$ cat src/rtl/stream_mux_pkg.sv
// Shared constants and helpers for the N:1 stream mux family.
package stream_mux_pkg;

    localparam int unsigned MUX_MODE_SEL = 0;
    localparam int unsigned MUX_MODE_RR  = 1;

    // Select/pointer width; never 0 so that single-bit selects stay legal.
    function automatic int unsigned clog2_min1(input int unsigned n);
        return (n <= 32'd2) ? 32'd1 : 32'($clog2(n));
    endfunction

endpackage

$ cat src/rtl/stream_mux_nto1_rr_pick.sv
// Combinational round-robin picker: first set req bit at or after ptr, modulo N.
module rr_pick #(
    parameter int unsigned N    = 4,
    parameter int unsigned SELW = 2
) (
    input  logic [N-1:0]    req,
    input  logic [SELW-1:0] ptr,
    output logic [SELW-1:0] gnt,
    output logic            gnt_valid
);

    int unsigned idx;

    always_comb begin
        gnt       = '0;
        gnt_valid = 1'b0;
        idx       = 0;
        for (int unsigned i = 0; i < N; i++) begin
            idx = 32'(ptr) + i;
            if (idx >= N) begin
                idx = idx - N;
            end
            if (!gnt_valid && req[SELW'(idx)]) begin
                gnt       = SELW'(idx);
                gnt_valid = 1'b1;
            end
        end
    end

endmodule

$ cat src/rtl/stream_mux_nto1.sv
// N:1 valid/ready stream mux with one registered output stage, sel or round-robin mode.
// Optional macro STREAM_MUX_CHAN_ID_EN adds out_chan (source channel of the held beat).
module stream_mux_nto1
    import stream_mux_pkg::*;
#(
    parameter  int unsigned N       = 4,
    parameter  int unsigned W       = 8,
    parameter  int unsigned RR_MODE = MUX_MODE_SEL,
    localparam int unsigned SELW    = clog2_min1(N)
) (
    input  logic            clk,
    input  logic            rst,
    input  logic [N-1:0]    in_valid,
    input  logic [N*W-1:0]  in_data,
    output logic [N-1:0]    in_ready,
    input  logic [SELW-1:0] sel,
    output logic            out_valid,
    output logic [W-1:0]    out_data,
`ifdef STREAM_MUX_CHAN_ID_EN
    output logic [SELW-1:0] out_chan,
`endif
    input  logic            out_ready
);

    logic [SELW-1:0] gnt;
    logic            gnt_valid;
    logic            load_c;
    logic            xfer_c;
    logic [W-1:0]    gnt_data;
    logic            out_valid_q, out_valid_d;
    logic [W-1:0]    out_data_q, out_data_d;

    // Output register refills in the same cycle it drains.
    assign load_c = out_ready | ~out_valid_q;
    assign xfer_c = gnt_valid & load_c & ~rst;

    if (RR_MODE == MUX_MODE_RR) begin : g_rr
        logic [SELW-1:0] ptr_q, ptr_d;
        logic            unused_sel;

        assign unused_sel = ^sel;

        rr_pick #(
            .N    (N),
            .SELW (SELW)
        ) u_pick (
            .req       (in_valid),
            .ptr       (ptr_q),
            .gnt       (gnt),
            .gnt_valid (gnt_valid)
        );

        // Explicit wrap keeps the pointer in range for non-power-of-2 N.
        always_comb begin
            ptr_d = ptr_q;
            if (xfer_c) begin
                ptr_d = (gnt == SELW'(N - 1)) ? '0 : gnt + 1'b1;
            end
        end

        always_ff @(posedge clk) begin
            if (rst) begin
                ptr_q <= '0;
            end else begin
                ptr_q <= ptr_d;
            end
        end
    end else begin : g_sel
        // Out-of-range sel never matches a channel, so it yields no grant.
        always_comb begin
            gnt       = sel;
            gnt_valid = 1'b0;
            for (int unsigned i = 0; i < N; i++) begin
                if (sel == SELW'(i)) begin
                    gnt_valid = in_valid[i];
                end
            end
        end
    end

    always_comb begin
        in_ready = '0;
        gnt_data = '0;
        for (int unsigned i = 0; i < N; i++) begin
            if (gnt == SELW'(i)) begin
                in_ready[i] = xfer_c;
                gnt_data    = in_data[i*W +: W];
            end
        end
    end

    always_comb begin
        out_valid_d = out_valid_q;
        out_data_d  = out_data_q;
        if (xfer_c) begin
            out_valid_d = 1'b1;
            out_data_d  = gnt_data;
        end else if (out_ready) begin
            out_valid_d = 1'b0;
        end
    end

    always_ff @(posedge clk) begin
        if (rst) begin
            out_valid_q <= 1'b0;
            out_data_q  <= '0;
        end else begin
            out_valid_q <= out_valid_d;
            out_data_q  <= out_data_d;
        end
    end

    assign out_valid = out_valid_q;
    assign out_data  = out_data_q;

`ifdef STREAM_MUX_CHAN_ID_EN
    logic [SELW-1:0] chan_q, chan_d;

    always_comb begin
        chan_d = chan_q;
        if (xfer_c) begin
            chan_d = gnt;
        end
    end

    always_ff @(posedge clk) begin
        if (rst) begin
            chan_q <= '0;
        end else begin
            chan_q <= chan_d;
        end
    end

    assign out_chan = chan_q;
`else
    // No channel-id register in this build.
`endif

endmodule

$ cat config.mk
export PLATFORM = sky130hd
export DESIGN_NAME = stream_mux_nto1
export DESIGN_NICKNAME = d
export VERILOG_FILES = /design/src/rtl/stream_mux_pkg.sv /design/src/rtl/stream_mux_nto1_rr_pick.sv /design/src/rtl/stream_mux_nto1.sv
export SDC_FILE = /design/constraint.sdc
export NUM_CORES = 1
export LEC_CHECK = 0
export CAP_MARGIN = 20
export CORE_MARGIN = 5
export CORE_UTILIZATION = 35
export DETAILED_ROUTE_END_ITERATION = 12
export GPL_ROUTABILITY_DRIVEN = 0
export MAX_ROUTING_LAYER = met4
export PLACE_DENSITY = 0.94
export SLEW_MARGIN = 20
export SYNTH_ARGS = -nofsm -noshare
export SYNTH_HDL_FRONTEND = slang
export SYNTH_SLANG_ARGS = --single-unit
$ cat constraint.sdc
create_clock -name clk -period 3.46 [get_ports clk]
set_clock_uncertainty 0.05 [all_clocks]
set_input_delay 0.519 -clock clk [delete_from_list [all_inputs] [get_ports clk]]
set_output_delay 0.519 -clock clk [all_outputs]
set_load 0.02 [all_outputs]
Word-level counts from Yosys, hierarchy flattened
Index checks and enable logic that the tools add are counted.

storage, ports and cells
  register bits after elaboration = 9
  latch bits = 0
  RAM bits = 0
  bits in read-only memories = 0
  output and inout port bits = 13
  word-level logic and storage cells = 26
  memories = 0

operators by class
  add/subtract/negate cells = 0
  multiply operators = 0
  div/mod/pow operators = 0
  magnitude comparators = 0
  equality and inequality tests = 3
  shift-type cells = 0
  muxes and demuxes = 14
  bitwise logic cells = 5
  reduce and logical (&&, ||, !) cells = 2

operators by type and width
  operator                                                         number
  8-bit 2-to-1 mux                                                 4
  1-bit 2-to-1 mux                                                 10
  2-bit == test, second input constant                             2
  1-bit AND                                                        2
  2-bit by 1-bit == test with 1-bit output, second input constant  1
  2-bit logical NOT                                                1
  1-bit inverter                                                   2
  2-bit nonzero test                                               1
  1-bit OR                                                         1

Longest topological paths before layout
  depth in word-level cells = 8
  gate-level depth with buffers = 5
  gate-level depth less buffers = 3

Worst setup path after synthesis
No wires, ideal clock.

  path kind = input to output
  from = in out_ready
  to = out in_ready[0]
  data arrival time = 1.812 ns
  data required time = 2.891 ns
  path slack = 1.079 ns
  stages = 5
  path buffers = 2
  cell sequence = nand2b_1 clkbuf_1 clkbuf_1 nand2_1 nor3b_1

between the ends
  cells in the longest elaborated chain, start to end = 4

RTL lines
  what                    line                   text
  from (decl)             stream_mux_nto1.sv:22  input logic out_ready
  1-bit OR                stream_mux_nto1.sv:34  assign load_c = out_ready | ~out_valid_q;
  1-bit AND (2 in a row)  stream_mux_nto1.sv:35  assign xfer_c = gnt_valid & load_c & ~rst;
  1-bit 2-to-1 mux        stream_mux_nto1.sv:85  if (gnt == SELW'(i)) begin
  to (decl)               stream_mux_nto1.sv:15  output logic [N-1:0] in_ready,

No other way between the ends.

Worst setup path after layout
  from = in sel[1]
  to = out in_ready[2]

between the ends
  cells in the longest elaborated chain, start to end = 8
  elaborated cells on any way between the ends = 11
  those cells by class = eq/ne (3); mux (5); bitwise (2); reduce/logical (1)

RTL lines
  what                           line                   text
  from (decl)                    stream_mux_nto1.sv:16  input logic [SELW-1:0] sel,
  2-bit logical NOT              stream_mux_nto1.sv:74  if (sel == SELW'(i)) begin
  1-bit 2-to-1 mux (4 in a row)  stream_mux_nto1.sv:74
  1-bit AND (2 in a row)         stream_mux_nto1.sv:35
  1-bit 2-to-1 mux *             stream_mux_nto1.sv:85

Mark *: on every way between the ends. The rest lies on a longest branch, timed or not.

==> impl_metrics.csv <==
group,metric,value,unit
run_status,status,"completed",
hold_path,hold_class,"flop to flop",
logic_synthesis,synth_largest_area_cell,"dfxtp_1",
logic_synthesis,netlist_instances,70,
detailed_routing,drc,0,
worst_setup_path,crit_type,"input pin to output pin",
finish,nNetsFinal,165,
detailed_routing,viasPerCell,5.073,
floorplan,chipHeight,54.10,um
logic_synthesis,ys.warnings.count,0,
clock_tree,clockBufferDepth,2,
timing,final.setup.tns,0,ns
timing,finalHoldViolCount,0,
finish,syn2layout_area_growth,84.93,%
logic_synthesis,synth_seq_cells,9,
timing,rsz0062_at_grt,"no",
worst_setup_path,cp_max_fo,11,
floorplan,die_area,2927,um2
grt,grtUsageTotal,16.37,%
worst_setup_path,worst-r2r-cell-count,4,
clock_tree,clock-sinks,9,
power,leakage,0.0004379,uW
detailed_routing,antenna_left,0,
worst_setup_path,cp_slowest_cell,"clkdlybuf4s50_1",
floorplan,core,1902,um2
worst_setup_path,crit_required,2.89,ns
worst_setup_path,crit_chain,"clkdlybuf4s50_1 -> nand3_1 -> nor3b_1 -> clkdlybuf4s50_1",
logic_synthesis,synthTopCellsByArea,"dfxtp_1, mux4_2, a31o_1, mux4_1, nand4_1",
clock_tree,cts_inserted_buffers,3,
detailed_routing,drt-total-wl,2101,um
hold_path,whs_path_depth,3,
clock_tree,cts.clk_slew.worst_paths,0.05,ns
finish,layout-drive-gt1-share,12.20,%
timing,period_share,82.86,%
clock_tree,htreeDepth,1,
clock_tree,cts_hold_buf,0,
floorplan,die_w,54.10,um
finish,fin_cells,150,
timing,tightest_slew,0.4252,ns
detailed_routing,detail_route.iter0.violations,10,
grt,grt_pass1_wl,3298,um
worst_setup_path,path_common_cell,"clkdlybuf4s50_1",
timing,finalSetupViolCount,0,
placement,io_buffers,53,
power,pwr_density_cell,258.4,nW/um2
clock_tree,clk_latency,0.26,ns
clock_tree,postCtsSetupBuffers,0,
floorplan,num_rows,16,
detailed_routing,firstDrtPassIters,4,
clock_tree,cts_tree,"yes",
logic_synthesis,syn_nets,111,
worst_setup_path,cp-start-kind,"input pin",
timing,drv_slew,0,
worst_setup_path,max_stage_delay,0.73,ns
grt,grt_pass1_vias,732,
worst_setup_path,end_kind,"output pin",
timing,fmax,348.8,MHz
floorplan,ios,54,
logic_synthesis,ys_seq_area_share,26.47,%
grt,antenna_found_initial,0,
placement,dpl.cell_count,146,
timing,finalCriticalPeriod,2.867,ns
detailed_routing,wl_per_cell,14.01,um
grt,grt_overflow,0,
clock_tree,cts_resized,0,
finish,n_antenna_cell,0,
logic_synthesis,synth_area_per_cell,9.724,um2
logic_synthesis,post-synth-top-area-fraction,26.47,%
logic_synthesis,synth_cell_type_count,18,
timing,relSlewSlack,71.56,%
worst_setup_path,arrival,2.30,ns
logic_synthesis,synthesis.area,680.7,um2
floorplan,start_util,35.79,%
flow_run,drv_cap,0,
placement,place_hpwl,1765,um
power,peakVddDrop,0.1248,mV
clock_tree,cts_root_buffer,"clkbuf_4",
detailed_routing,vias,761,
grt,grt_max_degree,18,
timing,hold_slack,0.4811,ns
layout by cell type, fill, tap and decap left out:
master / n
clkdlybuf4s50_1: 53
dfxtp_1: 9
nand4_1: 8
inv_1: 8
a31o_1: 8
a21oi_1: 8
mux4_2: 7
nand2_1: 3
nor2_1: 3
clkbuf_4: 3
buf_4: 3
nor3b_1: 2
mux4_1: 2
clkinv_1: 1
nand2b_1: 1
nand3_1: 1
a21oi_2: 1
inv_2: 1
clkbuf_1: 1
logic make-up after synthesis:
kind of cell / count (synthesis) / share of synthesized area [%]
AO/OA/AOI/OAI: 17 / 17.46
buffers and inverters: 17 / 10.66
flip-flops: 9 / 26.47
multiplexers: 9 / 30.88
AND/OR/NAND/NOR: 18 / 14.52
cell usage after synthesis:
cell type / number
nor3b_1: 2
a21oi_2: 1
inv_2: 1
clkbuf_1: 5
nand2b_1: 1
buf_2: 1
nand2_1: 3
a31o_1: 8
mux4_2: 7
nand3_1: 1
nand4_1: 8
dfxtp_1: 9
buf_6: 1
a21oi_1: 8
clkinv_1: 1
nor2_1: 3
mux4_1: 2
inv_1: 8
sequential cells by signal, summed over array words and instances (netlist names):
signal,count
out_valid,1
out_data,8
layer usage:
| metal | vias up | wire, um | global-route usage (%) |
|---|---|---|---|
| met3 | 6 | 156 | 1.662 |
| met4 | 0 | 46 | 7.884 |
| li1 | 373 | - | - |
| met1 | 346 | 855 | 19.73 |
| met5 | - | 0 | - |
| met2 | 36 | 1042 | 27.22 |
per-stage QoR:
stage / instance area, um2 / setup slack [ns] / total power (uW) / utilization [%]
after detailed placement: 1232 / 0.6093 / 249.0 / 64.80
after floorplan: 680.7 / 1.079 / 179.7 / -
after CTS: 1259 / 0.5896 / 326.0 / 66.18
final: 1259 / 0.5932 / 325.2 / 66.18
after global placement: 1232 / 0.6402 / 245.2 / 64.80
after global routing: 1259 / 0.4671 / 344.1 / 66.18
layout make-up:
cell class	instances	area (um2)
Clock buffer	4	26.28
Fill cell	158	643.1
Inverter	10	37.54
Multi-Input combinational cell	44	427.9
Sequential cell	9	180.2
Tap cell	27	33.78
Timing Repair Buffer	56	553.0
path summary, 6_finish.rpt:
check	slack, ns	end	start
worst max-delay path	0.59	in_ready[2]	sel[1]
worst min-delay path	0.48	out_data[5]	out_data[5]
worst max register to register	2.29	out_data[6]	out_valid
worst min register to register	0.48	out_data[5]	out_data[5]
power breakdown:
part | internal [uW] | total, uW | switching, uW
Combinational | 81.9 | 133 | 50.7
Clock | 44.3 | 78.4 | 34.1
Sequential | 111 | 114 | 3.27
Total | 237 | 325 | 88.1
critical path, delay by kind of cell:
| kind | cells | cell delay [ns] |
|---|---|---|
| buf+inv | 2 | 1.37 |
| simple gates | 2 | 0.41 |
No activity file was read; power rests on OpenSTA's default activity.
